===== config.mk =====
export PLATFORM = sky130hd
export DESIGN_NAME = egress_pkt_arbiter
export DESIGN_NICKNAME = d
export VERILOG_FILES = /design/src/rtl/egress_pkt_arbiter.sv
export SDC_FILE = /design/constraint.sdc
export NUM_CORES = 1
export LEC_CHECK = 0
export BUFFER_PORTS_ARGS = -buffer_cell sky130_fd_sc_hd__buf_2
export CAP_MARGIN = 20
export CORE_AREA = 2 2 389 391
export DETAILED_ROUTE_END_ITERATION = 8
export DIE_AREA = 0 0 391 393
export GPL_TIMING_DRIVEN = 0
export MAX_ROUTING_LAYER = met4
export PLACE_DENSITY = 0.4
export SLEW_MARGIN = 20
export SYNTH_ARGS = -nofsm -noshare
export SYNTH_HDL_FRONTEND = slang
export SYNTH_SLANG_ARGS = --single-unit

===== constraint.sdc =====
create_clock -name ap_clk -period 3.71 [get_ports ap_clk]
set_input_delay 0.5565 -clock ap_clk [delete_from_list [all_inputs] [get_ports ap_clk]]
set_output_delay 0.5565 -clock ap_clk [all_outputs]
set_load 0.02 [all_outputs]

===== src/rtl/egress_pkt_arbiter.sv =====
// Packet-granular weighted round-robin arbiter merging two 256b AXI4-Stream sources onto one registered egress.
// Optional per-source packet counters are built only when EGRESS_ARB_PKT_CNT_EN is defined.
module egress_pkt_arbiter #(
    parameter int unsigned QUANTUM = 4,
    parameter int unsigned CNT_W   = 32
) (
    input  logic             ap_clk,
    input  logic             ap_rst_n,
    input  logic             s0_tvalid,
    output logic             s0_tready,
    input  logic [255:0]     s0_tdata,
    input  logic [31:0]      s0_tkeep,
    input  logic             s0_tlast,
    input  logic [11:0]      s0_tuser,
    input  logic [2:0]       s0_tid,
    input  logic             s1_tvalid,
    output logic             s1_tready,
    input  logic [255:0]     s1_tdata,
    input  logic [31:0]      s1_tkeep,
    input  logic             s1_tlast,
    input  logic [11:0]      s1_tuser,
    input  logic [2:0]       s1_tid,
    output logic             m_tvalid,
    input  logic             m_tready,
    output logic [255:0]     m_tdata,
    output logic [31:0]      m_tkeep,
    output logic             m_tlast,
    output logic [11:0]      m_tuser,
    output logic [2:0]       m_tid,
    output logic [CNT_W-1:0] pkt_cnt0,
    output logic [CNT_W-1:0] pkt_cnt1
);
    localparam int unsigned BURST_W = $clog2(QUANTUM + 1);
    localparam logic [BURST_W-1:0] QUANTUM_C = BURST_W'(QUANTUM);

    typedef enum logic [1:0] {
        IDLE  = 2'd0,
        BUSY0 = 2'd1,
        BUSY1 = 2'd2
    } state_t;

    state_t              state_r;
    state_t              next_state_s;
    logic                last_owner_r;
    logic                next_last_owner_s;
    logic [BURST_W-1:0]  burst_cnt_r;
    logic [BURST_W-1:0]  next_burst_cnt_s;
    logic                out_ready_s;
    logic                keep_owner_s;
    logic                grant_s;
    logic                acc0_s;
    logic                acc1_s;
    logic                load_s;
    logic [255:0]        sel_data_s;
    logic [31:0]         sel_keep_s;
    logic                sel_last_s;
    logic [11:0]         sel_user_s;
    logic [2:0]          sel_id_s;

    // Source handshakes and owner selection; a zero burst count means no run is in
    // progress, so a tie goes away from last_owner (source 0 after reset).
    always_comb begin
        out_ready_s  = ~m_tvalid | m_tready;
        s0_tready    = (state_r == BUSY0) & out_ready_s;
        s1_tready    = (state_r == BUSY1) & out_ready_s;
        acc0_s       = s0_tvalid & s0_tready;
        acc1_s       = s1_tvalid & s1_tready;
        load_s       = acc0_s | acc1_s;
        keep_owner_s = (burst_cnt_r != {BURST_W{1'b0}}) && (burst_cnt_r < QUANTUM_C);
        if (s0_tvalid && s1_tvalid) begin
            grant_s = keep_owner_s ? last_owner_r : ~last_owner_r;
        end else if (s0_tvalid) begin
            grant_s = 1'b0;
        end else begin
            grant_s = 1'b1;
        end
    end

    // Next-state, burst accounting and owner history.
    always_comb begin
        next_state_s      = state_r;
        next_last_owner_s = last_owner_r;
        next_burst_cnt_s  = burst_cnt_r;
        case (state_r)
            IDLE: begin
                if (s0_tvalid || s1_tvalid) begin
                    next_state_s = grant_s ? BUSY1 : BUSY0;
                    if (grant_s == last_owner_r) begin
                        if (burst_cnt_r < QUANTUM_C) begin
                            next_burst_cnt_s = burst_cnt_r + BURST_W'(1);
                        end else begin
                            next_burst_cnt_s = burst_cnt_r;
                        end
                    end else begin
                        next_burst_cnt_s  = BURST_W'(1);
                        next_last_owner_s = grant_s;
                    end
                end else begin
                    next_state_s = IDLE;
                end
            end
            BUSY0: begin
                if (acc0_s && s0_tlast) begin
                    next_state_s = IDLE;
                end else begin
                    next_state_s = BUSY0;
                end
            end
            BUSY1: begin
                if (acc1_s && s1_tlast) begin
                    next_state_s = IDLE;
                end else begin
                    next_state_s = BUSY1;
                end
            end
            default: begin
                next_state_s = IDLE;
            end
        endcase
    end

    // Payload mux from whichever source is handing over a beat.
    always_comb begin
        if (acc1_s) begin
            sel_data_s = s1_tdata;
            sel_keep_s = s1_tkeep;
            sel_last_s = s1_tlast;
            sel_user_s = s1_tuser;
            sel_id_s   = s1_tid;
        end else begin
            sel_data_s = s0_tdata;
            sel_keep_s = s0_tkeep;
            sel_last_s = s0_tlast;
            sel_user_s = s0_tuser;
            sel_id_s   = s0_tid;
        end
    end

    // Arbitration state registers.
    always_ff @(posedge ap_clk or negedge ap_rst_n) begin
        if (!ap_rst_n) begin
            state_r      <= IDLE;
            last_owner_r <= 1'b1;
            burst_cnt_r  <= {BURST_W{1'b0}};
        end else begin
            state_r      <= next_state_s;
            last_owner_r <= next_last_owner_s;
            burst_cnt_r  <= next_burst_cnt_s;
        end
    end

    // Egress register stage; payload only changes when a new beat is loaded.
    always_ff @(posedge ap_clk or negedge ap_rst_n) begin
        if (!ap_rst_n) begin
            m_tvalid <= 1'b0;
            m_tdata  <= 256'd0;
            m_tkeep  <= 32'd0;
            m_tlast  <= 1'b0;
            m_tuser  <= 12'd0;
            m_tid    <= 3'd0;
        end else if (load_s) begin
            m_tvalid <= 1'b1;
            m_tdata  <= sel_data_s;
            m_tkeep  <= sel_keep_s;
            m_tlast  <= sel_last_s;
            m_tuser  <= sel_user_s;
            m_tid    <= sel_id_s;
        end else if (m_tready) begin
            m_tvalid <= 1'b0;
        end
    end

`ifdef EGRESS_ARB_PKT_CNT_EN
    // Per-source packet counters, wrapping at 2^CNT_W.
    always_ff @(posedge ap_clk or negedge ap_rst_n) begin
        if (!ap_rst_n) begin
            pkt_cnt0 <= {CNT_W{1'b0}};
            pkt_cnt1 <= {CNT_W{1'b0}};
        end else begin
            if (acc0_s && s0_tlast) begin
                pkt_cnt0 <= pkt_cnt0 + CNT_W'(1);
            end
            if (acc1_s && s1_tlast) begin
                pkt_cnt1 <= pkt_cnt1 + CNT_W'(1);
            end
        end
    end
`else
    assign pkt_cnt0 = {CNT_W{1'b0}};
    assign pkt_cnt1 = {CNT_W{1'b0}};
`endif

endmodule


# Word-level counts from Yosys, hierarchy flattened
# Cells that the tools add are included.
[op_classes]
bitwise = 9
eq_ne = 4
add_sub_neg = 1
mux = 17
reduce_logical = 10
n_lt_le_gt_ge = 1
[ops]
columns = ["operator", "n"]
rows = [
  ["256-bit 2-to-1 mux", 1],
  ["32-bit 2-to-1 mux", 1],
  ["12-bit 2-to-1 mux", 1],
  ["3-bit 2-to-1 mux", 3],
  ["1-bit 2-to-1 mux", 7],
  ["2-bit 2-to-1 mux", 3],
  ["2-bit case mux with 3 select lines", 1],
  ["3-bit AND reduction", 2],
  ["1-bit bitwise AND", 4],
  ["1-bit logical AND", 4],
  ["3-bit by 1-bit adder with 3-bit output (second input constant)", 1],
  ["3-bit < comparator (second input constant)", 1],
  ["1-bit NOT", 3],
  ["3-bit nonzero test", 1],
  ["2-bit by 1-bit equality test with 1-bit output (second input constant)", 1],
  ["2-bit equality test (second input constant)", 1],
  ["2-bit zero test", 1],
  ["2-bit != test (second input constant)", 1],
  ["1-bit bitwise OR", 2],
  ["2-bit nonzero test", 1],
  ["1-bit equality test", 1],
  ["1-bit logical OR", 1],
]
[word_totals]
elab_cells = 51
output_inout_bits = 371
inputBits = 613
register_bits = 311

# Logic depth before layout (Yosys ltp)
# Gate-level depths: netlist of run 1.
[depth]
ltp_word = 7
mapped_depth = 7
mapped_depth_nobuf = 5

# Least setup slack after synthesis of run 1
# OpenSTA, ideal clock, no wires.
[synth_path]
kind = "input to register"
start = "input s0_tvalid"
end = "register m_tdata[125]"
arrival_time_ns = 1.793
required_time_ns = 3.585
path_stages = 6
setup_ns = 0.125
path_buffers = 3
setup_slack_ns = 1.792
cell_sequence = "buf_2 nand3b_1 a21oi_4 buf_6 buf_8 mux2_4"
[synth_via]
elab_chain_cells = 2
[synth_lines]
columns = ["element", "line", "text"]
rows = [
  ["start: declaration", "9", "input logic s0_tvalid,"],
  ["1-bit bitwise AND", "66", "acc0_s = s0_tvalid & s0_tready;"],
  ["1-bit bitwise OR", "68", "load_s = acc0_s | acc1_s;"],
  ["end signal: assignment", "163", "m_tdata <= sel_data_s;"],
  ["end: declaration", "25", "output logic [255:0] m_tdata,"],
]
# Every way passes these cells.
# A chain may end at the register's enable or synchronous reset.

# Worst setup path in the final report of run 1
[layout_path]
start = "register state_r[0]"
end = "register m_tdata[178]"
[layout_via]
elab_chain_cells = 4
elab_cells_between_ends = 8
classes_between = "eq/ne (2); mux (1); bitwise (5)"
[layout_lines]
columns = ["element", "line", "text"]
rows = [
  ["start: declaration", "42", "state_t state_r;"],
  ["start signal: assignment", "146", "state_r <= next_state_s;"],
  ["2-bit equality test or 2-bit by 1-bit equality test with 1-bit output (tied branches)", "65, 64", ""],
  ["1-bit bitwise AND (on tied branches)", "65, 64", ""],
  ["1-bit bitwise AND (on tied branches)", "67, 66", ""],
  ["256-bit 2-to-1 mux or 1-bit bitwise OR (tied branches)", "124, 68", ""],
]
# Parallel ways exist; a longest one is shown, timed or not.

==> results of run 1 <==
per-stage QoR:
step	utilization (%)	worst slack, ns	power, mW	TNS, ns	instance area (um2)
after detailed placement	16.6	1.06	17.5	0	24800
after global placement	16.5	-5.01	17.4	-1514.08	24700
final	17.6	1.44	21.3	0	26200
after CTS	17.5	1.21	21.8	0	26100
after global routing	17.5	1.18	22.5	0	26200
after floorplan	-	1.79	13.4	0	17600
flip-flops by register name (all words and copies together) (netlist names):
register,count
last_owner_r,1
m_tlast,1
m_tvalid,1
m_tkeep,32
m_tuser,12
m_tdata,256
burst_cnt_r,3
m_tid,3
state_r,2
placed cells by master, fill, tap and decap left out, drive strengths merged, types with 2 or more instances in the layout:
master,instances
inv,5
o21ai,2
buf,1054
conb,64
nand2b,5
o31ai,2
a21oi,2
ha,2
bufinv,2
clkbuf,62
nand3,2
a31oi,3
clkinv,5
nand4,2
dfrtp,310
nor2b,2
mux2,605
nor2,3
nand3b,2
diode,34
nor3,4
layout make-up:
class                           count  area (um2)
Fill cell                       16552      123000
Multi-Input combinational cell    713        8510
Sequential cell                   311        7780
Timing Repair Buffer              922        4700
Tap cell                         1944        2430
Buffer                            134        1330
Clock buffer                       61        1250
Clock inverter                      9         101
Antenna cell                       34        85.1
Inverter                            4        15.0
layer usage:
layer	global-route usage, %	part of all wire [%]	vias to the layer above
met5	-	0	-
li1	-	-	5937
met3	3.69	9.1	117
met1	12.3	39	6270
met2	18.4	50	601
met4	1.70	1.8	0
cell families after synthesis:
| family | Yosys count |
|---|---|
| DFF | 311 |
| and+or+nand+nor | 25 |
| other | 1 |
| adders and majority gates | 2 |
| buffers and inverters | 138 |
| AOI/OAI and AO/OA | 16 |
| muxes | 606 |
worst paths after layout:
path / from / to / slack, ns
max in group asynchronous: ap_rst_n / m_tdata[234] / 1.78
min in group asynchronous: ap_rst_n / m_tdata[59] / 0.53
setup / recovery: state_r[0] / m_tdata[178] / 1.44
setup reg to reg: state_r[0] / m_tdata[178] / 1.44
hold / removal: s0_tlast / state_r[0] / 0.18
hold reg to reg: m_tdata[246] / m_tdata[246] / 0.48
critical path: stages (launching register included):
cell	delay, ns
dfrtp_1	0.44
nand3b_1	0.20
buf_6	0.21
a21oi_4	0.38
buf_6	0.31
buf_8	0.24
mux2_4	0.32
power groups by stage:
stage	Sequential (mW)	Clock [mW]	Combinational (mW)
final	6.15	4.09	11.0
after global routing	6.40	4.43	11.7
after CTS	6.17	4.30	11.3
after detailed placement	6.18	0	11.3
after global placement	6.17	0	11.3
after floorplan	8.21	0	5.17
what timing repair did:
action | 4_1_cts | 5_1_grt
hold buffers | 1 | 0
resized for setup | 0 | 0
hold endpoints to repair | 72 | 0
setup buffers | 0 | 0
==> reports/qor.csv, run 1 <==
stage,metric,value,unit
clock_network,H-tree levels,2,
global_routing,gr ovfl total,0,
synth,top post-synthesis cells by area,"dfrtp_1 (45%), mux2_4 (26%), mux2_2 (18%), buf_4 (2.8%), buf_6 (2.5%)",
synth,Async SR Flop Fraction,100,%
worst_setup_path,CP startpoint kind,register,
power_and_ir_drop,Sw Ratio,39.7,%
global_routing,first-pass GRT wire length,110,mm
synth,Post-synth EDFFs,0,
sta,RSZ-0062 raised after global routing,false,
synth,post-synthesis adder-cell area fraction,0.144,%
drt,First DRT Iteration DRCs,284,
synth,top-area cell type share of the netlist area,44.6,%
synth,most frequent cell after synthesis,dfrtp_1,
worst_setup_path,R2R cell count,6,
synth,yosys warns,0,
global_routing,initial antenna violation count,69,
die,die width,391,um
drt,Avg WL per Cell,20.5,um
power_and_ir_drop,internal power,12.8,mW
sta,final hold slack,0.181,ns
synth,Synth Instances,1099,
drt,drt drc,0,
worst_setup_path,Worst Path Required,4.16,ns
synth,largest family of logic cells by synthesized area,multiplexers,
power_and_ir_drop,Worst VDD drop,0.304,mV
job,number of max-cap violations,0,
sta,final setup violation count,0,
placed_design,GP Congestion,0.852,
global_routing,vias in the first global route,13351,
die,die area,154000,um2
sta,actual slew at the worst max-slew pin,0.716,ns
placed_design,Final HPWL DP,72.4,mm
cells_and_area,Area Growth Syn to Fin,50.6,%
clock_network,CTS tree,yes,
die,Die Y,393,um
power_and_ir_drop,Net Switching,8.44,mW
synth,xor and xnor area share after synthesis,0,%
global_routing,pin count of the biggest net entering global routing,83,
sta,Setup Skew,0.0228,ns
worst_setup_path,CP Class,reg -> reg,
drt,Total Wirelength,84.8,mm
sta,Slew HR,51.0,%
min_path,Worst Hold Class,in -> reg,
power_and_ir_drop,Leak,13.0,nW
synth,"area leader, netlist",dfrtp_1,
cells_and_area,final instance count without filler cells,4132,
die,Initial Utilization,11.7,%
synth,Synth Area in Compound Gates,0.726,%
power_and_ir_drop,Combinational Power Share,51.9,%
sta,Slew Limit Fails,0,
clock_network,Root Driver,clkbuf_16,
worst_setup_path,CP endpoint kind,register,
clock_network,Worst-path clk slew,0.06,ns
sta,final period utilization,61.3,%
clock_network,CTS Sinks,311,
power_and_ir_drop,PD cells,812,nW/um2
power_and_ir_drop,clock share of power,19.2,%
placed_design,Cells after DPL,4027,
drt,remaining antenna violation count,0,
die,site row count,142,
die,Core ar.,149000,um2
sta,Final min period,2.27,ns
synth,mapped cell area,17400,um2
cells_and_area,"Net count, final",2742,
placed_design,IO Port Bufs,918,
die,# IOs,984,
synth,mux contribution to synthesized area,45.8,%
synth,Post-Syn Area per Cell,15.8,um2
sta,Max Clk Rate,440,MHz
synth,"Distinct cells, synth",39,
cells_and_area,layout cells sized above 1,79.4,%
drt,Vias,12925,
drt,DR vias/cell,3.13,
clock_network,CTS Buffer Depth,3,
synth,Synth Flop Type,dfrtp_1,
synth,commonest cells in the netlist,"dfrtp_1 (310), mux2_4 (307), mux2_2 (283)",
global_routing,Total GRT Usage,10.7,%
synth,register area share after synthesis,44.7,%
worst_setup_path,arrival time worst endpoint,2.73,ns
synth,#FFs+latches synth,311,
min_path,hold path cells,2,
sta,Hold Fails Final Rpt,0,
power_and_ir_drop,Flop pwr share,28.9,%
clock_network,CTS Buf Count,41,
clock_network,Clock Latency Late Sink,0.58,ns
status,outcome,completed,
synth,post-synthesis simple-gate area fraction,0.820,%
drt,DR pass1 iterations,6,
worst_setup_path,Crit Path Max Fanout,10,
Note: power is estimated with default switching activity, not from simulation.
==> run 2, diff against run 1 <==
==> constraint.sdc (replaced) <==
create_clock -name ap_clk -period 2.2 [get_ports ap_clk]
set_input_delay 0.33 -clock ap_clk [delete_from_list [all_inputs] [get_ports ap_clk]]
set_output_delay 0.33 -clock ap_clk [all_outputs]
set_load 0.02 [all_outputs]
==> run 2 against run 1 <==
Net effect:
- final area grew 1.4%
- sequential power grew 69%
- register-to-register slack lost 1.3 ns
- core utilization grew 0.24 points
- global-route usage is essentially flat
- combinational power grew 75%
- sequential share of layout area shrank 0.40 points
- critical endpoint is now m_tuser[6]
- largest cell class unchanged
==> reports/qor.csv, run 2 (synthesized netlist as in run 1, its figures left out) <==
stage,metric,value,unit,change
status,outcome,completed,,
sta,RSZ-0062 raised after global routing,true,,
power_and_ir_drop,PD cells,1370,nW/um2,+69%
clock_network,CTS Buf Count,41,,unchanged
placed_design,Post-Place Worst Slack,-0.260,ns,-1.32 ns
sta,final setup violation count,0,,unchanged
sta,actual slew at the worst max-slew pin,0.685,ns,-0.0309 ns
power_and_ir_drop,Combinational Power Share,52.6,%,+0.7 points
placed_design,Area after DPL,24800,um2,unchanged
worst_setup_path,arrival time worst endpoint,2.56,ns,-0.17 ns
worst_setup_path,CP max stage delay,0.40,ns,-0.04 ns
sta,Final min period,2.11,ns,-0.164 ns
power_and_ir_drop,Net Switching,14.4,mW,+71%
power_and_ir_drop,internal power,22.1,mW,+72%
global_routing,gr ovfl total,0,,unchanged
cells_and_area,"commonest non-fill, non-tap cells in the layout","buf_2 (919), mux2_4 (313), dfrtp_1 (309)",,
placed_design,GP Congestion,0.852,,unchanged
power_and_ir_drop,Worst VDD drop,0.511,mV,+68%
worst_setup_path,CP endpoint kind,register,,
die,Die Y,393,um,unchanged
die,die area,154000,um2,unchanged
die,Initial Utilization,11.7,%,unchanged
sta,final period utilization,95.8,%,+35 points
placed_design,IO Port Bufs,918,,unchanged
sta,Slew HR,53.1,%,+2.1 points
cells_and_area,max reg flops,256,,unchanged
global_routing,pin count of the biggest net entering global routing,83,,unchanged
drt,Avg WL per Cell,20.7,um,+0.96%
die,Core ar.,149000,um2,unchanged
clock_network,CTS Buffer Depth,3,,unchanged
drt,DR vias/cell,3.14,,+0.29%
global_routing,vias in the first global route,13384,,+0.25%
clock_network,H-tree levels,2,,unchanged
worst_setup_path,Crit Path Max Fanout,10,,unchanged
clock_network,CTS tree,yes,,
sta,Max Clk Rate,474,MHz,+7.8%
sta,setup ws final,0.0918,ns,-1.35 ns
power_and_ir_drop,Leak,13.1,nW,+1.4%
sta,Setup Skew,0.0239,ns,+0.00104 ns
global_routing,first-pass GRT wire length,110,mm,about the same
clock_network,Root Driver,clkbuf_16,,
min_path,Worst Hold Class,in -> reg,,
drt,First DRT Iteration DRCs,312,,+9.9%
worst_setup_path,CP Class,reg -> reg,,
global_routing,initial antenna violation count,69,,unchanged
power_and_ir_drop,clock share of power,18.9,%,-0.3 points
cells_and_area,Top reg by flops,m_tdata,,
clock_network,CTS Sinks,311,,unchanged
cells_and_area,biggest registers after layout,"m_tdata (256), m_tkeep (32), m_tuser (12)",,
cells_and_area,"Net count, final",2755,,+0.47%
sta,Slew Limit Fails,0,,unchanged
clock_network,Worst-path clk slew,0.06,ns,about the same
power_and_ir_drop,Sw Ratio,39.5,%,-0.19 points
drt,Vias,12994,,+0.53%
job,number of max-cap violations,0,,unchanged
drt,drt drc,0,,unchanged
sta,final hold slack,0.0913,ns,-0.0892 ns
die,site row count,142,,unchanged
sta,Hold Fails Final Rpt,0,,unchanged
power_and_ir_drop,Flop pwr share,28.4,%,-0.5 points
clock_network,Clock Latency Late Sink,0.59,ns,about the same
sta,setup TNS,0,ns,unchanged
drt,DR pass1 iterations,6,,unchanged
cells_and_area,design area,26600,um2,+1.4%
worst_setup_path,Critical-path top delay cell,mux2_2,,
drt,remaining antenna violation count,0,,unchanged
worst_setup_path,"Cell Chain, Critical Path",buf_4 -> nand3b_1 -> buf_4 -> clkbuf_16 -> clkbuf_4 -> mux2_2 -> mux2_1,,
die,# IOs,984,,unchanged
global_routing,Total GRT Usage,10.7,%,about the same
cells_and_area,layout cells sized above 1,79.4,%,about the same
cells_and_area,Area Growth Syn to Fin,52.7,%,
die,die width,391,um,unchanged
worst_setup_path,CP startpoint kind,register,,
worst_setup_path,Worst Path Required,2.65,ns,-1.51 ns
cells_and_area,fin util,17.8,%,+0.24 points
placed_design,Final HPWL DP,72.4,mm,unchanged
drt,Total Wirelength,85.9,mm,+1.2%
cells_and_area,"most common cell after layout, fill and taps aside",buf_2,,
worst_setup_path,crit-path most repeated cell,buf_4,,
run 2: layout make-up:
cell class | instances | area (um2)
diodes | 31 | 77.6
plain buffers | 134 | 1470
clock buffers | 61 | 1250
clock inverters | 9 | 101
fillers | 16533 | 123000
inverters | 4 | 15.0
multi-input cells | 713 | 8530
flip-flops and latches | 311 | 7780
well taps | 1944 | 2430
repair buffers | 935 | 4900
run 2: critical path: cells and delay by family (launching register included):
family	cells	cell delay [ns]
simple gates	1	0.15
buf+inv	4	0.76
flops	1	0.36
mux	2	0.70
run 2: worst paths after layout:
path	to	from	slack [ns]	cells after the start
max in group asynchronous	state_r[0]	ap_rst_n	0.49	4
hold / removal	m_tlast	s0_tvalid	0.09	3
setup / recovery	m_tuser[6]	state_r[1]	0.09	7
hold reg to reg	m_tdata[246]	m_tdata[246]	0.48	1
setup reg to reg	m_tuser[6]	state_r[1]	0.09	7
min in group asynchronous	m_tdata[59]	ap_rst_n	0.31	2
run 2: repair_timing:
item / 4_1_cts / 5_1_grt
hold endpoints to repair: 75 / 0
gates resized for setup: 9 / 35
cloned: 0 / 5
hold buffers: 5 / 0
pin swaps: 1 / 1
endpoints found under the setup margin: 302 / 215
setup buffers: 1 / 3
run 2: stage by stage:
stage | total power [mW] | std cells
after floorplan | 22.6 | 1162
after global placement | 29.4 | 4024
after detailed placement | 29.4 | 4027
after CTS | 36.8 | 4103
after global routing | 38.6 | 4131
final | 36.5 | 4142
run 2: power by group through the flow:
stage	Sequential (mW)	Combinational, mW	Clock, mW
2_1_floorplan	13.8	8.73	0
3_3_place_gp	10.4	19.0	0
3_5_place_dp	10.4	19.0	0
4_1_cts	10.4	19.1	7.26
5_1_grt	10.8	20.3	7.48
6_report	10.4	19.2	6.91
run 2: per-layer routing:
layer | vias to the layer above | part of all wire [%] | routed length [um] | GRT usage [%]
met5 | - | 0 | 0 | -
met4 | 0 | 1.7 | 1460 | 1.70
met3 | 116 | 9.3 | 7960 | 3.69
met2 | 611 | 49 | 42300 | 18.4
met1 | 6292 | 40 | 34100 | 12.3
li1 | 5975 | - | - | -
==> run 3, diff against run 2 <==
==> constraint.sdc (replaced) <==
create_clock -name ap_clk -period 2 [get_ports ap_clk]
set_input_delay 0.3 -clock ap_clk [delete_from_list [all_inputs] [get_ports ap_clk]]
set_output_delay 0.3 -clock ap_clk [all_outputs]
set_load 0.02 [all_outputs]
==> run 3 against run 2 <==
Net effect:
- the flow now finishes with violations (setup timing)
- power grew 19%
- die area stayed put
- largest cell class unchanged
- flip-flop and latch count did not move
- hold slack got worse by 0.018 ns
- clock power grew 10%
- final area is 6.6% higher
==> reports/qor.csv, run 3 (synthesized netlist as in run 1, its figures left out) <==
stage,metric,value,unit,change
status,outcome,finished with violations,,
status,failing checks,setup timing,,
die,Die Y,393,um,unchanged
drt,drt drc,0,,unchanged
sta,final hold slack,0.0738,ns,-0.0175 ns
power_and_ir_drop,Combinational Power Share,55.9,%,+3.3 points
global_routing,gr ovfl total,0,,unchanged
power_and_ir_drop,PD cells,1530,nW/um2,+11%
die,Core ar.,149000,um2,unchanged
worst_setup_path,CP max stage delay,0.40,ns,about the same
power_and_ir_drop,Leak,14.1,nW,+7.7%
clock_network,Worst-path clk slew,0.06,ns,about the same
sta,actual slew at the worst max-slew pin,0.704,ns,+0.0187 ns
cells_and_area,layout cells sized above 1,79.4,%,about the same
cells_and_area,"commonest non-fill, non-tap cells in the layout","buf_2 (916), mux2_4 (437), dfrtp_1 (309)",,
worst_setup_path,CP bufs+invs,5,,+1
placed_design,Final HPWL DP,72.4,mm,unchanged
global_routing,first-pass GRT wire length,115,mm,+4.7%
global_routing,initial antenna violation count,68,,-1.4%
drt,Avg WL per Cell,21.6,um,+4.3%
worst_setup_path,"Cell Chain, Critical Path",nand3b_1 -> buf_12 -> buf_8 -> buf_16 -> buf_12 -> buf_12 -> mux2_4 -> mux2_4,,
sta,Slew HR,51.9,%,-1.3 points
clock_network,CTS tree,yes,,
placed_design,IO Port Bufs,918,,unchanged
drt,DR pass1 iterations,6,,unchanged
cells_and_area,max reg flops,256,,unchanged
worst_setup_path,Crit Path Max Fanout,8,,-2
sta,final period utilization,106,%,+9.7 points
die,die width,391,um,unchanged
worst_setup_path,CP top delay family,buffers and inverters,,
power_and_ir_drop,clock share of power,17.5,%,-1.4 points
die,die area,154000,um2,unchanged
clock_network,H-tree levels,2,,unchanged
die,# IOs,984,,unchanged
cells_and_area,Area Growth Syn to Fin,62.8,%,
global_routing,vias in the first global route,13808,,+3.2%
worst_setup_path,Worst Path Required,2.45,ns,-0.20 ns
clock_network,Root Driver,clkbuf_16,,
min_path,Worst Hold Class,in -> reg,,
cells_and_area,"Net count, final",2817,,+2.3%
worst_setup_path,Critical-path top delay cell,dfrtp_2,,
sta,final setup violation count,201,,+201
sta,Setup Skew,0.0226,ns,-0.00123 ns
drt,First DRT Iteration DRCs,393,,+26%
sta,Hold Fails Final Rpt,0,,unchanged
worst_setup_path,CP startpoint kind,register,,
placed_design,Area after DPL,24800,um2,unchanged
worst_setup_path,CP Class,reg -> reg,,
placed_design,Post-Place Worst Slack,-0.460,ns,-0.200 ns
placed_design,GP Congestion,0.852,,unchanged
power_and_ir_drop,Flop pwr share,26.5,%,-1.9 points
power_and_ir_drop,Worst VDD drop,0.565,mV,+11%
power_and_ir_drop,internal power,26.6,mW,+20%
power_and_ir_drop,Sw Ratio,38.6,%,-0.83 points
sta,Final min period,2.11,ns,+0.00209 ns
cells_and_area,biggest registers after layout,"m_tdata (256), m_tkeep (32), m_tuser (12)",,
drt,Vias,13316,,+2.5%
worst_setup_path,CP endpoint kind,register,,
worst_setup_path,arrival time worst endpoint,2.56,ns,about the same
cells_and_area,design area,28300,um2,+6.6%
die,site row count,142,,unchanged
clock_network,CTS Buf Count,41,,unchanged
sta,RSZ-0062 raised after global routing,true,,
drt,remaining antenna violation count,0,,unchanged
clock_network,Clock Latency Late Sink,0.58,ns,about the same
power_and_ir_drop,Net Switching,16.7,mW,+16%
global_routing,Total GRT Usage,11.3,%,+0.52 points
sta,setup ws final,-0.110,ns,-0.202 ns
die,Initial Utilization,11.7,%,unchanged
cells_and_area,fin util,19.0,%,+1.2 points
clock_network,CTS Sinks,311,,unchanged
sta,setup TNS,-7.35,ns,-7.35 ns
sta,Slew Limit Fails,0,,unchanged
drt,Total Wirelength,91.0,mm,+5.9%
drt,DR vias/cell,3.16,,+0.87%
clock_network,CTS Buffer Depth,3,,unchanged
global_routing,pin count of the biggest net entering global routing,83,,unchanged
worst_setup_path,crit-path most repeated cell,buf_12,,
job,number of max-cap violations,0,,unchanged
cells_and_area,Fill cells,16424,,-0.66%
cells_and_area,Top reg by flops,m_tdata,,
sta,Max Clk Rate,474,MHz,about the same
cells_and_area,"most common cell after layout, fill and taps aside",buf_2,,
-- run 3: changes by cell type in the layout (fill, tap and decap cells not counted), moves of 3 or more --
cell	before	now
dlygate4sd3_1	5	31
mux2_4	313	437
buf_6	22	11
diode_2	31	35
clkbuf_4	6	2
buf_4	69	77
buf_12	16	51
buf_16	6	17
mux2_1	15	4
clkbuf_16	48	58
mux2_2	277	164
buf_2	919	916
buf_8	20	9
-- run 3: worst register-to-register path, cell delays in order, from the launching register on --
cell and delay [ns]:
dfrtp_2 0.40, nand3b_1 0.22, buf_12 0.20, buf_8 0.15
buf_16 0.16, buf_12 0.16, buf_12 0.13, mux2_4 0.30
mux2_4 0.26
-- run 3: layer usage --
layer	wire (um)	GRT usage, %
met1	36600	13.1
met2	44900	19.1
met3	7880	3.69
met4	1560	1.70
met5	0	-
-- run 3: through the flow --
step	cells	total power [mW]
finish	4208	43.3
global route	4194	45.7
CTS	4162	42.9
detailed placement	4027	32.4
global placement	4024	32.3
floorplan	1162	24.8
-- run 3: final timing paths --
| path | from | end | slack [ns] | depth (start not counted) |
|---|---|---|---|---|
| min in group asynchronous | ap_rst_n | m_tdata[59] | 0.28 | 2 |
| worst max register to register | state_r[0] | m_tdata[143] | -0.11 | 8 |
| worst max-delay path | state_r[0] | m_tdata[143] | -0.11 | 8 |
| max in group asynchronous | ap_rst_n | state_r[0] | 0.30 | 4 |
| worst min register to register | m_tdata[228] | m_tdata[228] | 0.49 | 1 |
| worst min-delay path | s0_tdata[28] | m_tdata[28] | 0.07 | 3 |
-- run 3: power by group through the flow --
| stage | logic (mW) | clock network, mW | registers (mW) |
|---|---|---|---|
| floorplan | 9.60 | 0 | 15.2 |
| global placement | 20.9 | 0 | 11.4 |
| detailed placement | 20.9 | 0 | 11.5 |
| CTS | 23.5 | 7.98 | 11.5 |
| global route | 25.6 | 8.22 | 11.9 |
| finish | 24.2 | 7.60 | 11.5 |
-- run 3: timing repair --
action,CTS,global route
setup buffers,21,3
hold buffers,31,0
setup endpoints to repair,303,302
resized for setup,154,94
cloned,13,15
endpoints found under the hold margin,92,0
pin swaps,2,1
-- run 3: cell type report --
type	count	area [um2]	area share, %
flip-flops and latches	311	7780	27.5
inverters	4	15.0	0.0530
diodes	35	87.6	0.309
multi-input cells	713	9000	31.8
clock inverters	9	101	0.358
plain buffers	131	1660	5.87
clock buffers	61	1250	4.43
repair buffers	1000	5980	21.1
well taps	1944	2430	8.59
